### config.mk
export PLATFORM = sky130hd
export DESIGN_NAME = amns_bram_host_flat
export DESIGN_NICKNAME = d
export VERILOG_FILES = /design/src/rtl/amns_bram_host_if.sv /design/src/rtl/amns_bram_host.sv /design/src/flat_wrapper.sv
export SDC_FILE = /design/constraint.sdc
export NUM_CORES = 1
export LEC_CHECK = 0
export ABC_AREA = 1
export BUFFER_PORTS_ARGS = -buffer_cell sky130_fd_sc_hd__buf_4
export CAP_MARGIN = 5
export CORE_ASPECT_RATIO = 0.75
export CORE_UTILIZATION = 30
export DETAILED_ROUTE_END_ITERATION = 16
export PLACE_DENSITY_LB_ADDON = 0.15
export SLEW_MARGIN = 20
export SYNTH_ARGS = -nofsm -noshare
export SYNTH_HDL_FRONTEND = slang
export SYNTH_SLANG_ARGS = --single-unit
### constraint.sdc
create_clock -name clock_i -period 4.8 [get_ports clock_i]
set_input_delay 0.48 -clock clock_i [delete_from_list [all_inputs] [get_ports clock_i]]
set_output_delay 0.48 -clock clock_i [all_outputs]
set_load 0.005 [all_outputs]
### src/rtl/amns_bram_host_if.sv
// Bundle between the AMNS bridge-BRAM host and its environment: operand stream in,
// result stream out, second BRAM port and core start/done.
interface amns_bram_host_if #(
  parameter int WORD_WIDTH = 17
);
  logic [WORD_WIDTH-1:0] s_data_i;
  logic                  s_valid_i;
  logic                  s_ready_o;
  logic [WORD_WIDTH-1:0] m_data_o;
  logic                  m_valid_o;
  logic                  m_last_o;
  logic                  m_ready_i;
  logic [31:0]           bram_addr_o;
  logic [WORD_WIDTH-1:0] bram_din_o;
  logic [WORD_WIDTH-1:0] bram_dout_i;
  logic                  bram_we_o;
  logic                  bram_en_o;
  logic                  core_start_o;
  logic                  core_done_i;
  logic                  busy_o;

  modport master (
    input  s_data_i, s_valid_i, m_ready_i, bram_dout_i, core_done_i,
    output s_ready_o, m_data_o, m_valid_o, m_last_o, bram_addr_o, bram_din_o,
           bram_we_o, bram_en_o, core_start_o, busy_o
  );

  modport slave (
    output s_data_i, s_valid_i, m_ready_i, bram_dout_i, core_done_i,
    input  s_ready_o, m_data_o, m_valid_o, m_last_o, bram_addr_o, bram_din_o,
           bram_we_o, bram_en_o, core_start_o, busy_o
  );
endinterface

### src/rtl/amns_bram_host.sv
// Host master for the AMNS bridge BRAM: loads operands in core layout, kicks the core,
// then streams the N*s result words back out through a 2-entry skid FIFO.
//
// state    | meaning
// ST_IDLE  | ready for operand word 0
// ST_LOAD  | writing operand words 1..L-1 to address = load count
// ST_START | one-cycle core start pulse
// ST_WAIT  | BRAM port idle until core done
// ST_READ  | issuing result reads, draining FIFO to the result stream
module amns_bram_host #(
  parameter int s          = 4,
  parameter int N          = 5,
  parameter int WORD_WIDTH = 17,
  parameter int RES_BASE   = 0
) (
  input  logic               clock_i,
  input  logic               reset_i,
  amns_bram_host_if.master   bus
);
  localparam int L   = N * (3 * s + 1);
  localparam int NS  = N * s;
  localparam int LCW = $clog2(L + 1);
  localparam int RCW = $clog2(NS + 1);
  localparam int AW  = $clog2(4 * NS);

  typedef enum logic [2:0] {ST_IDLE, ST_LOAD, ST_START, ST_WAIT, ST_READ} state_t;

  state_t                state, state_nxt;
  logic [LCW-1:0]        load_cnt;
  logic [RCW-1:0]        rd_cnt;
  logic                  rd_pend, rd_pend_last;
  logic [WORD_WIDTH-1:0] fifo_data [2];
  logic [1:0]            fifo_last;
  logic                  wr_ptr, rd_ptr;
  logic [1:0]            fifo_occ;
  logic [2:0]            fifo_claim;
  logic                  s_hs, m_valid, m_hs, rd_issue;
  logic [AW-1:0]         rd_addr;

  assign s_hs     = (state == ST_IDLE || state == ST_LOAD) && bus.s_valid_i;
  assign m_valid  = (state == ST_READ) && (fifo_occ != 2'd0);
  assign m_hs     = m_valid && bus.m_ready_i;
  // Slots already owned (stored + in flight) after this cycle's pop; a read may claim one only if free.
  assign fifo_claim = 3'(fifo_occ) + 3'(rd_pend) - 3'(m_hs);
  assign rd_issue = (state == ST_READ) && (rd_cnt < RCW'(NS)) && (fifo_claim < 3'd2);
  assign rd_addr  = AW'(RES_BASE) + AW'(rd_cnt);

  always_ff @(posedge clock_i) begin
    if (reset_i) state <= ST_IDLE;
    else         state <= state_nxt;
  end

  always_comb begin
    state_nxt        = state;
    bus.s_ready_o    = 1'b0;
    bus.m_valid_o    = 1'b0;
    bus.m_data_o     = '0;
    bus.m_last_o     = 1'b0;
    bus.bram_addr_o  = '0;
    bus.bram_din_o   = '0;
    bus.bram_we_o    = 1'b0;
    bus.bram_en_o    = 1'b0;
    bus.core_start_o = 1'b0;
    bus.busy_o       = (state != ST_IDLE);
    case (state)
      ST_IDLE, ST_LOAD: begin
        bus.s_ready_o = 1'b1;
        if (bus.s_valid_i) begin
          bus.bram_en_o   = 1'b1;
          bus.bram_we_o   = 1'b1;
          bus.bram_addr_o = 32'(load_cnt);
          bus.bram_din_o  = bus.s_data_i;
          if (load_cnt == LCW'(L - 1)) state_nxt = ST_START;
          else                         state_nxt = ST_LOAD;
        end
      end
      ST_START: begin
        bus.core_start_o = 1'b1;
        state_nxt        = ST_WAIT;
      end
      ST_WAIT: begin
        if (bus.core_done_i) state_nxt = ST_READ;
      end
      ST_READ: begin
        bus.m_valid_o = m_valid;
        if (m_valid) begin
          bus.m_data_o = fifo_data[rd_ptr];
          bus.m_last_o = fifo_last[rd_ptr];
        end
        if (rd_issue) begin
          bus.bram_en_o   = 1'b1;
          bus.bram_addr_o = 32'(rd_addr);
        end
        if (m_hs && fifo_last[rd_ptr]) state_nxt = ST_IDLE;
      end
      default: state_nxt = ST_IDLE;
    endcase
  end

  always_ff @(posedge clock_i) begin
    if (reset_i) begin
      load_cnt     <= '0;
      rd_cnt       <= '0;
      rd_pend      <= 1'b0;
      rd_pend_last <= 1'b0;
      fifo_data[0] <= '0;
      fifo_data[1] <= '0;
      fifo_last    <= '0;
      wr_ptr       <= 1'b0;
      rd_ptr       <= 1'b0;
      fifo_occ     <= '0;
    end else begin
      if (state == ST_START) load_cnt <= '0;
      else if (s_hs)         load_cnt <= load_cnt + LCW'(1);

      if (rd_issue)               rd_cnt <= rd_cnt + RCW'(1);
      else if (state != ST_READ)  rd_cnt <= '0;

      rd_pend      <= rd_issue;
      rd_pend_last <= rd_issue && (rd_cnt == RCW'(NS - 1));

      if (rd_pend) begin
        fifo_data[wr_ptr] <= bus.bram_dout_i;
        fifo_last[wr_ptr] <= rd_pend_last;
        wr_ptr            <= ~wr_ptr;
      end
      if (m_hs) rd_ptr <= ~rd_ptr;

      case ({rd_pend, m_hs})
        2'b10:   fifo_occ <= fifo_occ + 2'd1;
        2'b01:   fifo_occ <= fifo_occ - 2'd1;
        default: fifo_occ <= fifo_occ;
      endcase
    end
  end
endmodule

### src/flat_wrapper.sv
// flat-port wrapper written by rule: the top's interface ports become plain ports
module amns_bram_host_flat 
#(
  parameter int s          = 4,
  parameter int N          = 5,
  parameter int WORD_WIDTH = 17,
  parameter int RES_BASE   = 0
)
  (clock_i, reset_i, bus_s_data_i, bus_s_valid_i, bus_m_ready_i, bus_bram_dout_i, bus_core_done_i, bus_s_ready_o, bus_m_data_o, bus_m_valid_o, bus_m_last_o, bus_bram_addr_o, bus_bram_din_o, bus_bram_we_o, bus_bram_en_o, bus_core_start_o, bus_busy_o);
  amns_bram_host_if #(.WORD_WIDTH(WORD_WIDTH)) bus_i ();
  input  logic clock_i;
  input  logic reset_i;
  input wire logic [$bits(bus_i.s_data_i)-1:0] bus_s_data_i;
  input wire logic [$bits(bus_i.s_valid_i)-1:0] bus_s_valid_i;
  input wire logic [$bits(bus_i.m_ready_i)-1:0] bus_m_ready_i;
  input wire logic [$bits(bus_i.bram_dout_i)-1:0] bus_bram_dout_i;
  input wire logic [$bits(bus_i.core_done_i)-1:0] bus_core_done_i;
  output wire logic [$bits(bus_i.s_ready_o)-1:0] bus_s_ready_o;
  output wire logic [$bits(bus_i.m_data_o)-1:0] bus_m_data_o;
  output wire logic [$bits(bus_i.m_valid_o)-1:0] bus_m_valid_o;
  output wire logic [$bits(bus_i.m_last_o)-1:0] bus_m_last_o;
  output wire logic [$bits(bus_i.bram_addr_o)-1:0] bus_bram_addr_o;
  output wire logic [$bits(bus_i.bram_din_o)-1:0] bus_bram_din_o;
  output wire logic [$bits(bus_i.bram_we_o)-1:0] bus_bram_we_o;
  output wire logic [$bits(bus_i.bram_en_o)-1:0] bus_bram_en_o;
  output wire logic [$bits(bus_i.core_start_o)-1:0] bus_core_start_o;
  output wire logic [$bits(bus_i.busy_o)-1:0] bus_busy_o;
  assign bus_i.s_data_i = bus_s_data_i;
  assign bus_i.s_valid_i = bus_s_valid_i;
  assign bus_i.m_ready_i = bus_m_ready_i;
  assign bus_i.bram_dout_i = bus_bram_dout_i;
  assign bus_i.core_done_i = bus_core_done_i;
  assign bus_s_ready_o = bus_i.s_ready_o;
  assign bus_m_data_o = bus_i.m_data_o;
  assign bus_m_valid_o = bus_i.m_valid_o;
  assign bus_m_last_o = bus_i.m_last_o;
  assign bus_bram_addr_o = bus_i.bram_addr_o;
  assign bus_bram_din_o = bus_i.bram_din_o;
  assign bus_bram_we_o = bus_i.bram_we_o;
  assign bus_bram_en_o = bus_i.bram_en_o;
  assign bus_core_start_o = bus_i.core_start_o;
  assign bus_busy_o = bus_i.busy_o;
  amns_bram_host #(.s(s), .N(N), .WORD_WIDTH(WORD_WIDTH), .RES_BASE(RES_BASE)) u_core (.clock_i(clock_i), .reset_i(reset_i), .bus(bus_i));
endmodule
==> flow_metrics.py, run 1 <==
metrics = {
    "run_status": {
        "outcome": "finished, final reports clean",
    },
    "routing": {
        "wire_per_inst_microns": 11.40,
        "wl_microns": 7022,
        "first_iter_violations": 154,
        "avgViaCountPerCell": 4.273,
        "antenna_left": 0,
        "detailedRoute.firstPassIterationCount": 4,
        "vias": 2632,
        "drt_drc_violations_left": 0,
    },
    "clock_tree": {
        "clk-insertion-delay-late_ns": 0.31,
        "clock_sinks": 58,
        "path_clk_slew_ns": 0.05,
        "post_cts.repair.setup_buffers": 0,
        "cts-resized-gates": 0,
        "htreeDepth": 3,
        "tritoncts": "built",
        "maximum_buffer_depth_of_the_clock_tree": 2,
        "clk_root_buffer_cell": "sky130_fd_sc_hd__clkbuf_16",
        "clock_buffers_created_by_tritoncts": 9,
        "holdBufCountCts": 0,
    },
    "synth": {
        "synthDistinctLibCells": 31,
        "synth_simple_gate_area_share_pct": 26.30,
        "synthMuxAreaShare_pct": 0,
        "synth_area_leaders": "sky130_fd_sc_hd__edfxtp_1 (33%), sky130_fd_sc_hd__dfxtp_1 (15%), sky130_fd_sc_hd__nand2_1 (11%)",
        "synth.yosys.seq_area_share_pct": 47.89,
        "synth_top_cell_area_share_pct": 32.56,
        "netlist.top_cell.by_area": "sky130_fd_sc_hd__edfxtp_1",
        "area_of_the_mapped_netlist_sq_um": 3136,
        "synthCells": 396,
        "syn_area_per_cell_sq_um": 7.918,
        "synth_adder_area_share_pct": 1.836,
        "compound_cell_area_share_of_the_yosys_netlist_pct": 9.098,
        "synth_xor_area_share_pct": 0.5587,
        "synth_register_bits": 58,
        "ys.warnings.count": 0,
        "main_combinational_cell_family_by_area_after_synthesis": "simple AND/OR/NAND/NOR gates",
    },
    "placement": {
        "pre_cts_ws_ns": 1.778,
        "placement.io_buffers": 86,
        "detailed_place_hpwl_microns": 5263,
        "gpl.final_weighted_congestion": 0.8233,
    },
    "worst_setup_path": {
        "cp_max_fo": 10,
        "worst-endpoint-arrival_ns": 2.67,
        "reg2reg_slack_ns": 2.41,
        "element_type_at_the_critical_path_start": "flip-flop",
        "critPathRequiredTime_ns": 4.32,
        "end_kind": "primary output",
        "worstSetupPathType": "flip-flop to primary output",
    },
    "power": {
        "power_leakage_nw": 1.873,
        "total_power_w": 0.001410,
        "worst_ir_drop_vdd_mv": 0.1705,
        "power_per_cell_area_nw_per_um2": 345.5,
    },
    "die": {
        "die-height_microns": 90.54,
        "core.rowCount": 31,
        "core_area_sq_um": 9891,
        "start_util_pct": 31.70,
        "die_area_sq_um": 10870,
        "floorplan.die.width_microns": 120.1,
        "i_o_pin_count": 112,
    },
    "final_layout": {
        "antenna-diode-count": 0,
        "nets": 522,
        "final_common_cell": "sky130_fd_sc_hd__nand2_1",
        "layout-drive-gt1-share_pct": 24.17,
        "finalCoreUtilization_pct": 41.27,
        "filler_cell_count": 1020,
        "mostFrequentLayoutCells": "sky130_fd_sc_hd__nand2_1 (90), sky130_fd_sc_hd__buf_4 (86), sky130_fd_sc_hd__nor2_1 (70), sky130_fd_sc_hd__inv_1 (44), sky130_fd_sc_hd__a21oi_1 (35)",
        "syn_to_final_growth_pct": 30.17,
    },
    "hold_path": {
        "hold_crit_path_type": "input port to flip-flop",
    },
    "job": {
        "max_cap_violations": 0,
    },
    "timing": {
        "max_freq_ghz": 0.3179,
        "finalSetupViolCount": 0,
        "unrepaired_setup_endpoints_after_global_routing": "no",
        "layout_worst_path_cycle_share_pct": 65.53,
        "finalClockSkew_ns": 0.008740,
        "fin_worst_hold_slack_ns": 0.3480,
        "period_minus_slack_ns": 3.145,
        "slew-limit-headroom_pct": 44.49,
        "finalMaxSlewViolations": 0,
        "worstMarginPinSlew_ns": 0.8303,
        "postLayoutSetupSlackWorst_ns": 1.655,
        "setup-tns-final_ns": 0,
        "final-hold-violation-count": 0,
    },
    "grt": {
        "globalRouteTotalUtil_pct": 13.33,
        "grt_max_degree": 21,
        "number_of_antenna_violations_at_the_first_check_in_global_routing": 0,
        "vias_in_the_first_global_route": 2389,
        "gr-total-overflow": 0,
        "grt_first_pass_wirelength_microns": 11470,
    },
}
cells by family after synthesis:
logic type | Yosys count
AND/OR/NAND/NOR | 191
other | 1
flip-flops | 58
adder cells (fa/ha/maj) | 4
XOR/XNOR | 2
AO/OA/AOI/OAI | 53
buffers and inverters | 87
synthesized netlist by cell type (all sizes together):
cell type and count:
o22ai 3, clkbuf 5, a31oi 1, o21ai 12
edfxtp 34, nor3 1, clkinv 2, nand3 19
nand2 93, inv 47, buf 33, fa 1
xor2 2, nand4 3, dfxtp 24, nor2 75
conb 1, ha 3, a21oi 37
layout make-up:
class	count	area, sq um	share of cell area [%]
flip-flops and latches	58	1501	36.79
multi-input cells	275	1279	31.33
well taps	132	165.2	4.047
repair buffers	86	645.6	15.82
inverters	49	193.9	4.752
clock inverters	6	67.56	1.655
clock buffers	10	229.0	5.610
where the power goes:
part | leakage (nW) | switching (W) | internal, W
combinational | 1.19 | 0.000130 | 0.0000924
sequential | 0.546 | 0.0000204 | 0.000553
clock | 0.139 | 0.000213 | 0.000402
total | 1.87 | 0.000363 | 0.00105
flip-flops by register name, indices dropped and copies added (netlist names), named ones only:
name,cells
u_core.rd_cnt,5
u_core.load_cnt,7
u_core.wr_ptr,1
u_core.fifo_occ,2
u_core.rd_ptr,1
u_core.fifo_last,2
u_core.rd_pend_last,1
u_core.state,3
u_core.rd_pend,1
u_core.fifo_data,34
metal layers:
| metal | track usage, % | vias up | wire length (microns) |
|---|---|---|---|
| li1 | - | 1374 | - |
| met1 | 18.64 | 1168 | 3507 |
| met2 | 20.26 | 85 | 3089 |
| met3 | 3.157 | 5 | 366 |
| met4 | 3.854 | 0 | 58 |
| met5 | 0 | - | 0 |
final timing paths:
check,startpoint,end,cells after the start
setup reg to reg,u_core.fifo_occ[1],u_core.rd_pend_last,14
hold / removal,reset_i,u_core.rd_cnt[3],2
setup / recovery,u_core.fifo_occ[1],bus_bram_addr_o[1],15
hold reg to reg,u_core.rd_cnt[3],u_core.rd_cnt[3],2
metrics by stage:
step                      instances  instance area, sq um
final                           616                  4081
after floorplan                 420                  3226
after detailed placement        600                  3785
after global placement          600                  3785
after global routing            616                  4081
after CTS                       616                  4081
worst max-delay path, cell delays in order (launching register included):
cell and delay, ns:
sky130_fd_sc_hd__dfxtp_1 0.39, sky130_fd_sc_hd__inv_1 0.08, sky130_fd_sc_hd__nand2_1 0.11, sky130_fd_sc_hd__inv_1 0.07
sky130_fd_sc_hd__nor2_4 0.13, sky130_fd_sc_hd__nand3_1 0.12, sky130_fd_sc_hd__nand2_1 0.10, sky130_fd_sc_hd__nand2_1 0.08
sky130_fd_sc_hd__fa_1 0.48, sky130_fd_sc_hd__o21ai_0 0.08, sky130_fd_sc_hd__a21oi_1 0.21, sky130_fd_sc_hd__nand2_4 0.14
sky130_fd_sc_hd__clkinv_4 0.10, sky130_fd_sc_hd__nand2_1 0.05, sky130_fd_sc_hd__o21ai_0 0.07, sky130_fd_sc_hd__buf_4 0.14
No activity file was read; power rests on OpenSTA's default activity.
==> inputs of run 2 (changes only) <==
- clock period: 4.8 -> 2.9 ns (I/O delays scaled with it)
==> flow_metrics.py, run 2 (synthesis gave the netlist of run 1 again) <==
metrics = {
    "grt": {
        "gr-total-overflow": 0,
        "grt_max_degree": 21,
        "globalRouteTotalUtil_pct": 14.39,
        "number_of_antenna_violations_at_the_first_check_in_global_routing": 0,
        "vias_in_the_first_global_route": 2482,
        "grt_first_pass_wirelength_microns": 12160,
    },
    "final_layout": {
        "largest_register_ff_count": 34,
        "layout-drive-gt1-share_pct": 26.07,
        "nets": 530,
        "layout_top_registers": "u_core.fifo_data (34), u_core.load_cnt (7), u_core.rd_cnt (5)",
        "antenna-diode-count": 0,
        "mostFrequentLayoutCells": "sky130_fd_sc_hd__buf_4 (94), sky130_fd_sc_hd__nand2_1 (89), sky130_fd_sc_hd__nor2_1 (70), sky130_fd_sc_hd__inv_1 (44)",
        "max_flop_register": "u_core.fifo_data",
        "stdcell_area_sq_um": 4139,
        "syn_to_final_growth_pct": 32.00,
        "stdcell_count": 623,
        "finalCoreUtilization_pct": 41.85,
        "final_common_cell": "sky130_fd_sc_hd__buf_4",
    },
    "worst_setup_path": {
        "r2r-start": "u_core.state[1]",
        "reg2reg_slack_ns": 0.65,
        "critPathCapture": "bus_bram_addr_o[1]",
        "worstSetupPathType": "flip-flop to primary output",
        "end_kind": "primary output",
        "critPathRequiredTime_ns": 2.61,
        "worst-endpoint-arrival_ns": 2.44,
        "r2r-end": "u_core.rd_cnt[0]",
        "element_type_at_the_critical_path_start": "flip-flop",
        "cp_max_fo": 8,
        "crit_start": "u_core.state[1]",
        "timing.reg2reg.worst_path_depth": 13,
    },
    "routing": {
        "first_iter_violations": 161,
        "drt_drc_violations_left": 0,
        "detailedRoute.firstPassIterationCount": 4,
        "wl_microns": 7559,
        "vias": 2706,
        "antenna_left": 0,
        "avgViaCountPerCell": 4.343,
        "wire_per_inst_microns": 12.13,
    },
    "die": {
        "core_area_sq_um": 9891,
        "i_o_pin_count": 112,
        "die_area_sq_um": 10870,
        "die-height_microns": 90.54,
        "floorplan.die.width_microns": 120.1,
        "start_util_pct": 31.70,
        "core.rowCount": 31,
    },
    "run_status": {
        "outcome": "finished, final reports clean",
    },
    "clock_tree": {
        "clock_buffers_created_by_tritoncts": 9,
        "clock_sinks": 58,
        "maximum_buffer_depth_of_the_clock_tree": 2,
        "clk-insertion-delay-late_ns": 0.31,
        "clk_root_buffer_cell": "sky130_fd_sc_hd__clkbuf_16",
        "tritoncts": "built",
        "holdBufCountCts": 0,
        "path_clk_slew_ns": 0.05,
        "htreeDepth": 3,
    },
    "placement": {
        "gpl.final_weighted_congestion": 0.8204,
        "placement.cell_area_sq_um": 3830,
        "detailed_place_hpwl_microns": 5308,
        "placement.io_buffers": 86,
        "placedCellCount": 606,
    },
    "timing": {
        "max_freq_ghz": 0.3668,
        "finalSetupViolCount": 0,
        "period_minus_slack_ns": 2.726,
        "slew-limit-headroom_pct": 64.16,
        "final-hold-violation-count": 0,
        "finalMaxSlewViolations": 0,
        "setup-tns-final_ns": 0,
        "finalClockSkew_ns": 0.003350,
        "layout_worst_path_cycle_share_pct": 94.01,
        "worstMarginPinSlew_ns": 0.5343,
        "fin_worst_hold_slack_ns": 0.1665,
    },
    "power": {
        "power_leakage_nw": 1.911,
        "power_per_cell_area_nw_per_um2": 560.7,
        "worst_ir_drop_vdd_mv": 0.3199,
    },
    "hold_path": {
        "hold_crit_path_type": "input port to flip-flop",
    },
    "job": {
        "max_cap_violations": 0,
    },
}
-- run 2: cell count changes in the layout (fill, tap and decap cells not counted), moves of 2 or more --
cell                         previous run  this run
sky130_fd_sc_hd__dfxtp_1               24        20
sky130_fd_sc_hd__clkinvlp_4             2         0
sky130_fd_sc_hd__dfxtp_2                0         3
sky130_fd_sc_hd__clkinv_4               3         1
sky130_fd_sc_hd__buf_4                 86        94
sky130_fd_sc_hd__clkinv_1               1         4
-- run 2: worst min path at each step --
stage / startpoint / to / slack [ns] / cells after the start
floorplan: reset_i / u_core.rd_cnt[1] / 0.36 / 1
global placement: u_core.wr_ptr / u_core.wr_ptr / 0.46 / 2
detailed placement: u_core.wr_ptr / u_core.wr_ptr / 0.46 / 2
CTS: reset_i / u_core.rd_cnt[1] / 0.16 / 2
global route: reset_i / u_core.rd_cnt[3] / 0.16 / 2
finish: reset_i / u_core.rd_cnt[1] / 0.17 / 2
-- run 2: what timing repair did --
item	in CTS	in global routing
buffers inserted	1	1
pin swaps	1	2
setup endpoints to repair	5	6
gates resized for setup	3	6
-- run 2: power by group --
part	total, W	internal, W	switching [W]
clock network	0.000989	0.000649	0.000341
logic	0.000382	0.000161	0.000221
registers	0.000950	0.000917	0.0000332
-- run 2: final cells by class --
class | count | area [sq um]
Sequential cell | 58 | 1509
Tap cell | 132 | 165.2
Inverter | 49 | 193.9
Fill cell | 1010 | 5752
Clock buffer | 10 | 229.0
Multi-Input combinational cell | 275 | 1290
Timing Repair Buffer | 94 | 705.7
Clock inverter | 5 | 46.29
-- run 2: worst max-delay path, stage by stage (launching register included) --
cell	delay [ns]
sky130_fd_sc_hd__dfxtp_2	0.35
sky130_fd_sc_hd__nor2_4	0.14
sky130_fd_sc_hd__nand2_4	0.09
sky130_fd_sc_hd__nor2_4	0.14
sky130_fd_sc_hd__nand3_2	0.09
sky130_fd_sc_hd__nand2_1	0.08
sky130_fd_sc_hd__nand2_1	0.08
sky130_fd_sc_hd__fa_1	0.49
sky130_fd_sc_hd__o21ai_1	0.08
sky130_fd_sc_hd__a21oi_2	0.16
sky130_fd_sc_hd__nand2_4	0.10
sky130_fd_sc_hd__clkinv_4	0.08
sky130_fd_sc_hd__nand2_1	0.05
sky130_fd_sc_hd__o21ai_0	0.07
sky130_fd_sc_hd__buf_4	0.13
-- run 2: metal layers --
metal / GRT usage, % / routed length, microns / vias to the layer above
li1: - / - / 1396
met1: 20.32 / 3661 / 1226
met2: 21.60 / 3486 / 77
met3: 3.220 / 345 / 7
met4: 4.583 / 66 / 0
met5: 0 / 0 / -
-- run 2: stage by stage --
stage	worst slack, ns	power, W
after global routing	-0.0003699	0.002438
after global placement	0.3037	0.001337
after detailed placement	0.2461	0.001341
final	0.1737	0.002321
after CTS	0.02007	0.002341
after floorplan	0.5538	0.001203
